<file path="config.mk">
export PLATFORM = sky130hd
export DESIGN_NAME = filtro_distancia
export DESIGN_NICKNAME = d
export VERILOG_FILES = /design/src/rtl/filtro_distancia_pkg.sv /design/src/rtl/filtro_ventana.sv /design/src/rtl/filtro_distancia.sv
export SDC_FILE = /design/constraint.sdc
export NUM_CORES = 1
export LEC_CHECK = 0
export ABC_AREA = 1
export CAP_MARGIN = 20
export CORE_MARGIN = 1
export CORE_UTILIZATION = 25
export DETAILED_ROUTE_END_ITERATION = 8
export MAX_ROUTING_LAYER = met4
export PLACE_DENSITY = 0.44
export SYNTH_ARGS = -nofsm -noshare
export SYNTH_HDL_FRONTEND = slang
export SYNTH_SLANG_ARGS = --single-unit
</file>
<file path="constraint.sdc">
create_clock -name FiltroDistancia_Clock -period 5.05 [get_ports FiltroDistancia_Clock]
set_input_delay 1.01 -clock FiltroDistancia_Clock [delete_from_list [all_inputs] [get_ports FiltroDistancia_Clock]]
set_output_delay 1.01 -clock FiltroDistancia_Clock [all_outputs]
set_load 0.01 [all_outputs]
</file>
<file path="src/rtl/filtro_distancia_pkg.sv">
// filtro_distancia_pkg: shared state type, default thresholds and width helper
// for the echo-distance filter.
`timescale 1ns/1ps
package filtro_distancia_pkg;

  typedef enum logic {
    FILL = 1'b0,
    RUN  = 1'b1
  } estado_t;

  localparam int          DEF_DATAWIDTH   = 16;
  localparam int          DEF_LOG2_N      = 2;
  localparam logic [15:0] DEF_MAX_VALID   = 16'hF000;
  localparam logic [15:0] DEF_NEAR_TH     = 16'd1200;
  localparam logic [15:0] DEF_FAR_TH      = 16'd1500;
  localparam int          DEF_TIMEOUT_CYC = 2000000;

  // The running sum holds 2^log2_n samples, so it needs log2_n extra bits.
  function automatic int sumw(input int datawidth, input int log2_n);
    return datawidth + log2_n;
  endfunction

endpackage

</file>
<file path="src/rtl/filtro_ventana.sv">
// filtro_ventana: circular sample buffer with running sum and fill count.
// A push replaces the oldest slot; a flush empties the window.
`timescale 1ns/1ps
module filtro_ventana
  import filtro_distancia_pkg::*;
#(
  parameter int DATAWIDTH = DEF_DATAWIDTH,
  parameter int LOG2_N    = DEF_LOG2_N,
  localparam int SUMW     = sumw(DATAWIDTH, LOG2_N)
)(
  input  logic                 FiltroVentana_Clock,
  input  logic                 FiltroVentana_Reset,
  input  logic                 FiltroVentana_Push,
  input  logic                 FiltroVentana_Flush,
  input  logic [DATAWIDTH-1:0] FiltroVentana_Muestra_In,
  output logic [SUMW-1:0]      FiltroVentana_Suma_Out,
  output logic [LOG2_N:0]      FiltroVentana_Llenado_Out
);

  localparam int             N     = 1 << LOG2_N;
  localparam logic [LOG2_N:0] LLENO = N[LOG2_N:0];

  logic [DATAWIDTH-1:0] ventana [N];
  logic [LOG2_N-1:0]    ptr;
  logic [SUMW-1:0]      suma;
  logic [LOG2_N:0]      llenado;

  // Replace the oldest slot and keep the running sum in step with the buffer contents
  always_ff @(posedge FiltroVentana_Clock or posedge FiltroVentana_Reset) begin
    if (FiltroVentana_Reset) begin
      for (int i = 0; i < N; i++) ventana[i] <= '0;
      ptr     <= '0;
      suma    <= '0;
      llenado <= '0;
    end else if (FiltroVentana_Flush) begin
      for (int i = 0; i < N; i++) ventana[i] <= '0;
      ptr     <= '0;
      suma    <= '0;
      llenado <= '0;
    end else if (FiltroVentana_Push) begin
      ventana[ptr] <= FiltroVentana_Muestra_In;
      suma         <= suma + SUMW'(FiltroVentana_Muestra_In) - SUMW'(ventana[ptr]);
      ptr          <= ptr + 1'b1;
      if (llenado != LLENO) llenado <= llenado + 1'b1;
    end
  end

  assign FiltroVentana_Suma_Out    = suma;
  assign FiltroVentana_Llenado_Out = llenado;

endmodule

</file>
<file path="src/rtl/filtro_distancia.sv">
// filtro_distancia: captures echo counts on trigger edges, rejects outliers,
// averages over a 2^LOG2_N window, and drives obstacle/timeout/error status.
`timescale 1ns/1ps
module filtro_distancia
  import filtro_distancia_pkg::*;
#(
  parameter int                   DATAWIDTH   = DEF_DATAWIDTH,
  parameter int                   LOG2_N      = DEF_LOG2_N,
  parameter logic [DATAWIDTH-1:0] MAX_VALID   = DEF_MAX_VALID,
  parameter logic [DATAWIDTH-1:0] NEAR_TH     = DEF_NEAR_TH,
  parameter logic [DATAWIDTH-1:0] FAR_TH      = DEF_FAR_TH,
  parameter int                   TIMEOUT_CYC = DEF_TIMEOUT_CYC
)(
  input  logic                 FiltroDistancia_Clock,
  input  logic                 FiltroDistancia_Reset,
  input  logic [DATAWIDTH-1:0] FiltroDistancia_Conteo_In,
  input  logic                 FiltroDistancia_Trigger_In,
  output logic [DATAWIDTH-1:0] FiltroDistancia_Promedio_Out,
  output logic                 FiltroDistancia_Valido_Out,
  output logic                 FiltroDistancia_Obstaculo_Out,
  output logic                 FiltroDistancia_Timeout_Out,
  output logic [7:0]           FiltroDistancia_Errores_Out
);

  localparam int              SUMW           = sumw(DATAWIDTH, LOG2_N);
  localparam int              TW             = $clog2(TIMEOUT_CYC);
  localparam logic [TW-1:0]   TIMER_MAX      = TW'(TIMEOUT_CYC - 1);
  localparam logic [TW-1:0]   TIMER_PRE      = TW'(TIMEOUT_CYC - 2);
  localparam int              ULTIMO         = (1 << LOG2_N) - 1;
  localparam logic [LOG2_N:0] ULTIMO_LLENADO = ULTIMO[LOG2_N:0];

  logic                 trig_q;
  logic [DATAWIDTH-1:0] samp_q;
  logic                 etapa1_q;
  logic                 etapa2_q;
  estado_t              estado_q;
  estado_t              estado_sig;
  logic [TW-1:0]        timer_q;
  logic [SUMW-1:0]      suma;
  logic [LOG2_N:0]      llenado;
  logic [DATAWIDTH-1:0] promedio_q;
  logic                 valido_q;
  logic                 obstaculo_q;
  logic                 timeout_q;
  logic [7:0]           errores_q;

  logic                 strobe;
  logic                 ocupado;
  logic                 aceptada;
  logic                 rechazada;
  logic                 descartada;
  logic                 timeout_evt;
  logic [DATAWIDTH-1:0] promedio_nuevo;
  logic [8:0]           errores_ext;

  assign strobe         = FiltroDistancia_Trigger_In & ~trig_q;
  assign ocupado        = etapa1_q | etapa2_q;
  assign aceptada       = etapa1_q && (samp_q != '0) && (samp_q <= MAX_VALID);
  assign rechazada      = etapa1_q && !aceptada;
  assign descartada     = strobe && ocupado;
  assign timeout_evt    = !strobe && (timer_q == TIMER_PRE);
  assign promedio_nuevo = DATAWIDTH'(suma >> LOG2_N);
  assign errores_ext    = {1'b0, errores_q} + 9'(rechazada) + 9'(descartada);

  filtro_ventana #(
    .DATAWIDTH (DATAWIDTH),
    .LOG2_N    (LOG2_N)
  ) u_ventana (
    .FiltroVentana_Clock       (FiltroDistancia_Clock),
    .FiltroVentana_Reset       (FiltroDistancia_Reset),
    .FiltroVentana_Push        (aceptada),
    .FiltroVentana_Flush       (timeout_evt),
    .FiltroVentana_Muestra_In  (samp_q),
    .FiltroVentana_Suma_Out    (suma),
    .FiltroVentana_Llenado_Out (llenado)
  );

  // Edge-detect the trigger, latch the count and track the two pipeline stages
  always_ff @(posedge FiltroDistancia_Clock or posedge FiltroDistancia_Reset) begin
    if (FiltroDistancia_Reset) begin
      trig_q   <= 1'b0;
      samp_q   <= '0;
      etapa1_q <= 1'b0;
      etapa2_q <= 1'b0;
    end else begin
      trig_q   <= FiltroDistancia_Trigger_In;
      if (strobe) samp_q <= FiltroDistancia_Conteo_In;
      etapa1_q <= strobe && !ocupado;
      etapa2_q <= aceptada;
    end
  end

  // FSM state register
  always_ff @(posedge FiltroDistancia_Clock or posedge FiltroDistancia_Reset) begin
    if (FiltroDistancia_Reset) estado_q <= FILL;
    else                       estado_q <= estado_sig;
  end

  // Leave FILL once the window holds a full set of samples; a timeout restarts filling
  always_comb begin
    estado_sig = estado_q;
    if (timeout_evt) begin
      estado_sig = FILL;
    end else if (estado_q == FILL && aceptada && llenado == ULTIMO_LLENADO) begin
      estado_sig = RUN;
    end
  end

  // Silence timer restarts on every strobe; the flag drops again on the next good sample
  always_ff @(posedge FiltroDistancia_Clock or posedge FiltroDistancia_Reset) begin
    if (FiltroDistancia_Reset) begin
      timer_q   <= '0;
      timeout_q <= 1'b0;
    end else begin
      if (strobe)                  timer_q <= '0;
      else if (timer_q != TIMER_MAX) timer_q <= timer_q + 1'b1;
      if (timeout_evt)   timeout_q <= 1'b1;
      else if (aceptada) timeout_q <= 1'b0;
    end
  end

  // Publish the average and update the hysteretic obstacle flag on each emitted result
  always_ff @(posedge FiltroDistancia_Clock or posedge FiltroDistancia_Reset) begin
    if (FiltroDistancia_Reset) begin
      promedio_q  <= '0;
      valido_q    <= 1'b0;
      obstaculo_q <= 1'b0;
    end else begin
      valido_q <= 1'b0;
      if (timeout_evt) begin
        obstaculo_q <= 1'b0;
      end else if (etapa2_q && estado_q == RUN) begin
        valido_q   <= 1'b1;
        promedio_q <= promedio_nuevo;
        if (promedio_nuevo < NEAR_TH)     obstaculo_q <= 1'b1;
        else if (promedio_nuevo > FAR_TH) obstaculo_q <= 1'b0;
      end
    end
  end

  // Saturating count of rejected and dropped samples (both can occur in one cycle)
  always_ff @(posedge FiltroDistancia_Clock or posedge FiltroDistancia_Reset) begin
    if (FiltroDistancia_Reset) errores_q <= '0;
    else                       errores_q <= errores_ext[8] ? 8'hFF : errores_ext[7:0];
  end

  assign FiltroDistancia_Promedio_Out  = promedio_q;
  assign FiltroDistancia_Valido_Out    = valido_q;
  assign FiltroDistancia_Obstaculo_Out = obstaculo_q;
  assign FiltroDistancia_Timeout_Out   = timeout_q;
  assign FiltroDistancia_Errores_Out   = errores_q;

endmodule
</file>
==> results of run 1 <==
power groups by stage:
stage                     sequential, W  clock, W  combinational (W)
after floorplan                 0.00194         0            0.00286
after global placement          0.00197         0            0.00389
after detailed placement        0.00197         0            0.00391
after CTS                       0.00195   0.00129            0.00393
after global routing            0.00201   0.00134            0.00454
final                           0.00195   0.00125            0.00391
sequential cells by signal, indices dropped and copies added, names as in the netlist:
signal                               flops
etapa1_q                                 1
FiltroDistancia_Timeout_Out              1
etapa2_q                                 1
u_ventana.ptr                            2
samp_q                                  16
trig_q                                   1
FiltroDistancia_Valido_Out               1
FiltroDistancia_Obstaculo_Out            1
estado_q                                 1
u_ventana.FiltroVentana_Llenado_Out      3
u_ventana.FiltroVentana_Suma_Out        18
u_ventana.ventana                       64
FiltroDistancia_Errores_Out              8
FiltroDistancia_Promedio_Out            16
timer_q                                 21
Yosys cell counts, types with 2 or more instances:
library cell and n:
sky130_fd_sc_hd__and2_1 2, sky130_fd_sc_hd__buf_2 7, sky130_fd_sc_hd__xnor2_1 3, sky130_fd_sc_hd__dfrtp_1 155, sky130_fd_sc_hd__inv_2 2, sky130_fd_sc_hd__xor2_1 8
sky130_fd_sc_hd__o21ai_0 93, sky130_fd_sc_hd__clkbuf_1 25, sky130_fd_sc_hd__buf_4 3, sky130_fd_sc_hd__fa_1 17, sky130_fd_sc_hd__a31oi_1 3, sky130_fd_sc_hd__nor2_2 5
sky130_fd_sc_hd__nor2_1 93, sky130_fd_sc_hd__nand4_1 24, sky130_fd_sc_hd__inv_1 147, sky130_fd_sc_hd__a21oi_1 22, sky130_fd_sc_hd__nor3b_1 2, sky130_fd_sc_hd__nand3b_1 6
sky130_fd_sc_hd__nand3_1 181, sky130_fd_sc_hd__buf_6 5, sky130_fd_sc_hd__nor3_1 20, sky130_fd_sc_hd__or2_2 4, sky130_fd_sc_hd__nand2_2 2, sky130_fd_sc_hd__o22ai_1 16
sky130_fd_sc_hd__ha_1 30, sky130_fd_sc_hd__nor2_4 2, sky130_fd_sc_hd__nand2_1 252
layout make-up:
class	count	area (µm²)
clock buffer	17	425
clock inverter	15	133
fill	3785	24400
inverter	150	567
multi-input combinational	795	4220
sequential	155	3880
tap	455	569
timing repair buffer	53	523
routing by layer:
layer | vias to the layer above | routed length (µm) | part of all wire
li1 | 3787 | - | -
met1 | 3645 | 12800 | 0.49
met3 | 27 | 892 | 0.034
met2 | 143 | 12000 | 0.46
met4 | 0 | 344 | 0.013
met5 | - | 0 | 0
layout by cell type, fill, tap and decap left out, types with 2 or more instances in the layout:
| master | instances |
|---|---|
| sky130_fd_sc_hd__nand2_1 | 252 |
| sky130_fd_sc_hd__nand3_1 | 181 |
| sky130_fd_sc_hd__dfrtp_1 | 155 |
| sky130_fd_sc_hd__inv_1 | 146 |
| sky130_fd_sc_hd__nor2_1 | 93 |
| sky130_fd_sc_hd__o21ai_0 | 93 |
| sky130_fd_sc_hd__clkdlybuf4s50_1 | 45 |
| sky130_fd_sc_hd__ha_1 | 30 |
| sky130_fd_sc_hd__nand4_1 | 24 |
| sky130_fd_sc_hd__a21oi_1 | 22 |
| sky130_fd_sc_hd__nor3_1 | 20 |
| sky130_fd_sc_hd__fa_1 | 17 |
| sky130_fd_sc_hd__clkbuf_16 | 17 |
| sky130_fd_sc_hd__o22ai_1 | 16 |
| sky130_fd_sc_hd__xor2_1 | 8 |
| sky130_fd_sc_hd__buf_4 | 7 |
| sky130_fd_sc_hd__nand3b_1 | 6 |
| sky130_fd_sc_hd__nor2_2 | 5 |
| sky130_fd_sc_hd__inv_6 | 5 |
| sky130_fd_sc_hd__or2_2 | 4 |
| sky130_fd_sc_hd__clkinvlp_4 | 4 |
| sky130_fd_sc_hd__a31oi_1 | 3 |
| sky130_fd_sc_hd__xnor2_1 | 3 |
| sky130_fd_sc_hd__nor2_4 | 2 |
| sky130_fd_sc_hd__nand2_2 | 2 |
| sky130_fd_sc_hd__inv_2 | 2 |
| sky130_fd_sc_hd__and2_1 | 2 |
| sky130_fd_sc_hd__nor3b_1 | 2 |
| sky130_fd_sc_hd__clkinv_4 | 2 |
| sky130_fd_sc_hd__inv_8 | 2 |
| sky130_fd_sc_hd__clkinv_2 | 2 |
through the flow:
step | util | setup slack, ns | std cells
after floorplan | - | 2.08 | 1141
after global placement | 0.281 | 1.41 | 1608
after detailed placement | 0.281 | 1.35 | 1608
after CTS | 0.297 | 1.50 | 1640
after global routing | 0.297 | 1.08 | 1640
final | 0.297 | 1.48 | 1640
worst max path at each step:
stage	from	end	slack, ns	cells past startpoint
after CTS	u_ventana.ptr[0]	u_ventana.FiltroVentana_Suma_Out[16]	1.50	16
after floorplan	FiltroDistancia_Reset	FiltroDistancia_Errores_Out[0]	2.08	1
final	u_ventana.ptr[0]	u_ventana.FiltroVentana_Suma_Out[16]	1.48	16
after global routing	u_ventana.ptr[0]	u_ventana.FiltroVentana_Suma_Out[12]	1.08	16
after global placement	FiltroDistancia_Trigger_In	u_ventana.ventana[18]	1.41	11
after detailed placement	FiltroDistancia_Trigger_In	u_ventana.ventana[34]	1.35	11
worst max-delay path: stages (launching register included):
cell and delay [ns]:
sky130_fd_sc_hd__dfrtp_1 0.38, sky130_fd_sc_hd__inv_1 0.39, sky130_fd_sc_hd__buf_4 0.34, sky130_fd_sc_hd__o21ai_0 0.12
sky130_fd_sc_hd__o22ai_1 0.40, sky130_fd_sc_hd__fa_1 0.49, sky130_fd_sc_hd__inv_1 0.07, sky130_fd_sc_hd__ha_1 0.21
sky130_fd_sc_hd__nand2_1 0.06, sky130_fd_sc_hd__o21ai_0 0.36, sky130_fd_sc_hd__nand2_1 0.11, sky130_fd_sc_hd__nand2_1 0.18
sky130_fd_sc_hd__nand2_1 0.10, sky130_fd_sc_hd__nand2_1 0.07, sky130_fd_sc_hd__nand2_1 0.05, sky130_fd_sc_hd__nand3_1 0.07
sky130_fd_sc_hd__nand2_1 0.05
kinds of logic after synthesis:
group / synth area share
AO/OA/AOI/OAI: 0.0835
buffers and inverters: 0.0873
AND/OR/NAND/NOR: 0.301
XOR/XNOR: 0.0109
flip-flops: 0.437
adder cells (fa/ha/maj): 0.0807
==> results.sh, run 1 <==
export IMPL_core_area_mm2=0.0347
export IMPL_start_util=0.256
export IMPL_post_cts_hold_buffer_count=0
export IMPL_synth_top_cell_by_area="sky130_fd_sc_hd__dfrtp_1"
export IMPL_leakage_nw=5.03
export IMPL_min_path_type="register to register"
export IMPL_synth_fp_nets=1207
export IMPL_finalMaxSlewViolations=0
export IMPL_worstSetupEndpointType="register"
export IMPL_route_detailed_wl_per_inst_um=15.9
export IMPL_cts_buffers=17
export IMPL_gp_routability_congestion=0.810
export IMPL_max_freq_mhz=280
export IMPL_source_to_sink_clock_delay_at_the_later_pin_of_the_worst_skew_pair_ns=0.45
export IMPL_antenna_found_initial=0
export IMPL_routed_via_count=7602
export IMPL_io_pins=46
export IMPL_outcome="finished, final reports clean"
export IMPL_design_die_area_mm2=0.0363
export IMPL_timing_worst_slew_pin_value_ns=0.929
export IMPL_grt_first_pass_wirelength_mm=42.3
export IMPL_finalNetCount=1238
export IMPL_busiest_layer="met2"
export IMPL_globalRouteOverflowTotal=0
export IMPL_type_of_element_launching_the_critical_path="register"
export IMPL_cp_data_arrival_time_ns=3.90
export IMPL_timing_critical_path_fanout_max=20
export IMPL_clockRootBuffer="sky130_fd_sc_hd__clkbuf_16"
export IMPL_setup_tns_ns=0
export IMPL_grtUsageMet2=0.245
export IMPL_die_x_um=190
export IMPL_cts_htree_levels=4
export IMPL_totalWireLength_mm=26.0
export IMPL_min_from="etapa2_q"
export IMPL_detail_route_vias_per_cell=4.64
export IMPL_setup_viol_count_final=0
export IMPL_worst_r2r_path_depth=16
export IMPL_synthesized_netlist_cell_count=1141
export IMPL_synth_avg_cell_area_um2=7.78
export IMPL_comb_power_share=0.550
export IMPL_power_density_mw_per_mm2=689
export IMPL_postCtsSetupBuffers=0
export IMPL_async_reset_ff_frac=1.00
export IMPL_synthFlopType="sky130_fd_sc_hd__dfrtp_1"
export IMPL_cp_required_ns=5.38
export IMPL_worst_r2r_startpoint="u_ventana.ptr[0]"
export IMPL_fp_dieH_um=190
export IMPL_syn_area_mm2=0.00887
export IMPL_place_hpwl_mm=17.8
export IMPL_clkTransAtPathRegs_ns=0.07
export IMPL_num_antenna_cells=0
export IMPL_post_cts_resized_instances=0
export IMPL_gr_usage_met1=0.209
export IMPL_tritoncts="done"
export IMPL_met3_routing_resource_usage_after_global_routing=0.0258
export IMPL_worstSetupPathType="register to register"
export IMPL_finalHoldViolations=0
export IMPL_route_detailed_drc=0
export IMPL_timing_hold_worst_endpoint="etapa1_q"
export IMPL_drive_above_1_share=0.0506
export IMPL_drt_initial_drc_count=503
export IMPL_area_growth_synth_to_final_pct=16.3
export IMPL_rows=68
export IMPL_clock_skew_final_ns=0.0160
export IMPL_post_layout_total_power_w=0.00711
export IMPL_final_period_minus_worst_setup_slack_ns=3.57
export IMPL_grt_util_all_layers=0.156
export IMPL_min_period_over_period=0.707
export IMPL_clk_path_buf_depth=2
export IMPL_seqPwrFrac=0.274
export IMPL_antenna_violating_nets_left=0
export IMPL_peakVddDrop_mv=0.247
export IMPL_int_power_w=0.00381
export IMPL_clock_power_share=0.176
export IMPL_clock_sinks=155
export IMPL_yosys_warnings=0
export IMPL_synthDistinctLibCells=39
export IMPL_via_count_of_the_first_global_routing_pass=7578
export IMPL_io_buf_count=45
export IMPL_sw_frac_of_total=0.464
export IMPL_firstDrtPassIters=7
export IMPL_rr_endpoint="u_ventana.FiltroVentana_Suma_Out[16]"
export IMPL_yosys_register_bits=155
export IMPL_grt_setup_unrepaired="false"
export IMPL_synth_edf_count=0
export IMPL_yosys_top_cells_area="sky130_fd_sc_hd__dfrtp_1 44%, sky130_fd_sc_hd__nand2_1 11%, sky130_fd_sc_hd__nand3_1 10%"
export IMPL_synthDominantCellAreaShare=0.437
export IMPL_reg2reg_setup_slack_ns=1.48
export IMPL_share_of_the_yosys_chip_area_belonging_to_registers=0.437
export IMPL_switchingPower_w=0.00330
export IMPL_slew_headroom=0.380
export IMPL_finalHoldWorstSlack_ns=0.466
export IMPL_max_cap_violations=0
export IMPL_dpl_instance_area_mm2=0.00976
export IMPL_grt_max_degree=135
export IMPL_finalInstanceArea_mm2=0.0103
export IMPL_min_path_cells=1
No activity file was read; power rests on OpenSTA's default activity.
==> inputs of run 2 (changes only) <==
--- a/config.mk
+++ b/config.mk
@@ -11,7 +11,7 @@
 export CORE_UTILIZATION = 25
 export DETAILED_ROUTE_END_ITERATION = 8
 export MAX_ROUTING_LAYER = met4
-export PLACE_DENSITY = 0.44
+export PLACE_DENSITY = 0.43
 export SYNTH_ARGS = -nofsm -noshare
 export SYNTH_HDL_FRONTEND = slang
 export SYNTH_SLANG_ARGS = --single-unit
==> constraint.sdc (replaced) <==
create_clock -name FiltroDistancia_Clock -period 3.31 [get_ports FiltroDistancia_Clock]
set_input_delay 0.662 -clock FiltroDistancia_Clock [delete_from_list [all_inputs] [get_ports FiltroDistancia_Clock]]
set_output_delay 0.662 -clock FiltroDistancia_Clock [all_outputs]
set_load 0.01 [all_outputs]
==> run 2 against run 1 <==
Effect of this change:
- sequential power grew 54%
- count of clock-buffer cells in the layout unchanged
- power is 56% higher
- clock power grew 62%
- combinational power grew 55%
- final area grew 2.2%
- via count grew 1.1%
- critical path depth fell by 1
- die area did not move
- clock skew hardly changed
- sequential share of layout area is 0.81 points lower
- non-clock buffer count increased by 20
- critical endpoint is now u_ventana.FiltroVentana_Suma_Out[10]
==> results.sh, run 2 (same netlist as run 1, synthesis figures left out) <==
export IMPL_min_period_over_period=0.909
export IMPL_min_path_type="register to register"
export IMPL_clock_skew_final_ns=0.0159
export IMPL_via_count_of_the_first_global_routing_pass=7593
export IMPL_worstPathCellList="inv_1 -> buf_4 -> o21ai_0 -> o22ai_1 -> fa_1 -> fa_1 -> o21ai_0 -> buf_4 -> nand2_1 -> nand2_1 -> nand2_1 -> nand2_1 -> nand2_1 -> nand3_1 -> nand2_1"
export IMPL_timing_critical_path_fanout_max=14
export IMPL_post_cts_hold_buffer_count=0
export IMPL_type_of_element_launching_the_critical_path="register"
export IMPL_grt_setup_unrepaired="false"
export IMPL_finalNetCount=1258
export IMPL_clockRootBuffer="sky130_fd_sc_hd__clkbuf_16"
export IMPL_final_util=0.304
export IMPL_drt_initial_drc_count=519
export IMPL_area_growth_synth_to_final_pct=18.8
export IMPL_antenna_violating_nets_left=0
export IMPL_peakVddDrop_mv=0.425
export IMPL_totalWireLength_mm=26.5
export IMPL_route_detailed_wl_per_inst_um=16.0
export IMPL_gp_routability_congestion=0.867
export IMPL_final_common_cell="sky130_fd_sc_hd__nand2_1"
export IMPL_worst_path_most_repeated_cell="sky130_fd_sc_hd__nand2_1"
export IMPL_largest_register_ffs=64
export IMPL_finalHoldViolations=0
export IMPL_max_freq_mhz=332
export IMPL_clkTransAtPathRegs_ns=0.08
export IMPL_worstSetupEndpointType="register"
export IMPL_place_hpwl_mm=19.0
export IMPL_routed_via_count=7684
export IMPL_setup_viol_count_final=0
export IMPL_tritoncts="done"
export IMPL_num_antenna_cells=0
export IMPL_cp_data_arrival_time_ns=3.33
export IMPL_io_pins=46
export IMPL_detail_route_vias_per_cell=4.63
export IMPL_leakage_nw=5.16
export IMPL_final_period_minus_worst_setup_slack_ns=3.01
export IMPL_max_cap_violations=0
export IMPL_registers_top_by_ff_count="u_ventana.ventana"
export IMPL_cp_slowest_cell="sky130_fd_sc_hd__fa_1"
export IMPL_outcome="finished, final reports clean"
export IMPL_clk_path_buf_depth=2
export IMPL_worstSetupPathType="register to register"
export IMPL_finalMaxSlewViolations=0
export IMPL_slew_headroom=0.370
export IMPL_cp_required_ns=3.63
export IMPL_source_to_sink_clock_delay_at_the_later_pin_of_the_worst_skew_pair_ns=0.44
export IMPL_io_buf_count=45
export IMPL_die_x_um=190
export IMPL_power_density_mw_per_mm2=1050
export IMPL_post_layout_total_power_w=0.0111
export IMPL_clock_sinks=155
export IMPL_fp_dieH_um=190
export IMPL_firstDrtPassIters=5
export IMPL_grt_util_all_layers=0.159
export IMPL_timing_worst_slew_pin_value_ns=0.943
export IMPL_core_area_mm2=0.0347
export IMPL_sequential_cell_area_mm2=0.00388
export IMPL_layout_common_cells="251 x sky130_fd_sc_hd__nand2_1, 181 x sky130_fd_sc_hd__nand3_1, 155 x sky130_fd_sc_hd__dfrtp_1"
export IMPL_rows=68
export IMPL_globalRouteOverflowTotal=0
export IMPL_antenna_found_initial=0
export IMPL_grt_max_degree=117
export IMPL_setup_tns_ns=0
export IMPL_fillCellCount=3801
export IMPL_critical_path_max_stage_delay_ns=0.52
export IMPL_post_route_insts_no_fill=1660
export IMPL_design_die_area_mm2=0.0363
export IMPL_cts_buffers=17
export IMPL_start_util=0.256
export IMPL_grt_first_pass_wirelength_mm=42.8
export IMPL_multi_input_area_mm2=0.00422
export IMPL_route_detailed_drc=0
export IMPL_placedCellCount=1628
export IMPL_cts_htree_levels=4
export IMPL_drive_above_1_share=0.0672
[run 2: metal layers]
layer / GRT usage / part of all wire / vias up
met5: - / 0 / -
met4: 0.0425 / 0.017 / 0
met3: 0.0243 / 0.036 / 27
met2: 0.248 / 0.46 / 172
met1: 0.212 / 0.49 / 3649
li1: - / - / 3836
[run 2: area by class of cell]
class / instances / share of cell area
Sequential cell: 155 / 0.368
Multi-Input combinational cell: 795 / 0.400
Clock inverter: 15 / 0.0161
Tap cell: 455 / 0.0540
Timing Repair Buffer: 73 / 0.0674
Inverter: 150 / 0.0538
Clock buffer: 17 / 0.0403
[run 2: metrics by stage]
stage               hold WS, ns  setup WS, ns  instance area, µm²
floorplan                 0.432         0.420                8880
global placement          0.464         0.369                9950
detailed placement        0.468         0.328                9950
CTS                       0.487         0.303               10500
global route              0.515        0.0658               10500
finish                    0.477         0.301               10500
[run 2: report_power, final]
part	total, W	switching (W)	internal [W]
Sequential	0.00300	0.000445	0.00255
Clock	0.00203	0.000947	0.00108
Combinational	0.00608	0.00370	0.00238
[run 2: path summary, 6_finish.rpt]
kind / depth (start not counted) / from / to / slack [ns]
max in group asynchronous: 3 / FiltroDistancia_Reset / FiltroDistancia_Valido_Out / 2.23
min in group asynchronous: 3 / FiltroDistancia_Reset / timer_q[20] / 0.73
setup / recovery: 15 / u_ventana.ptr[0] / u_ventana.FiltroVentana_Suma_Out[10] / 0.30
hold reg to reg: 2 / FiltroDistancia_Timeout_Out / FiltroDistancia_Timeout_Out / 0.48
setup reg to reg: 15 / u_ventana.ptr[0] / u_ventana.FiltroVentana_Suma_Out[10] / 0.30
hold / removal: 2 / FiltroDistancia_Timeout_Out / FiltroDistancia_Timeout_Out / 0.48
[run 2: timing repair]
action                     CTS  global route
resized for setup            0             1
setup endpoints to repair    0             1
setup buffers                0             0
[run 2: worst max-delay path, delay by kind of cell, from the launching register on]
kind / cells / cell delay (ns)
simple gates: 7 / 0.50
fa+ha+maj: 2 / 1.01
buf+inv: 3 / 0.49
compound gates: 3 / 0.50
flops: 1 / 0.39
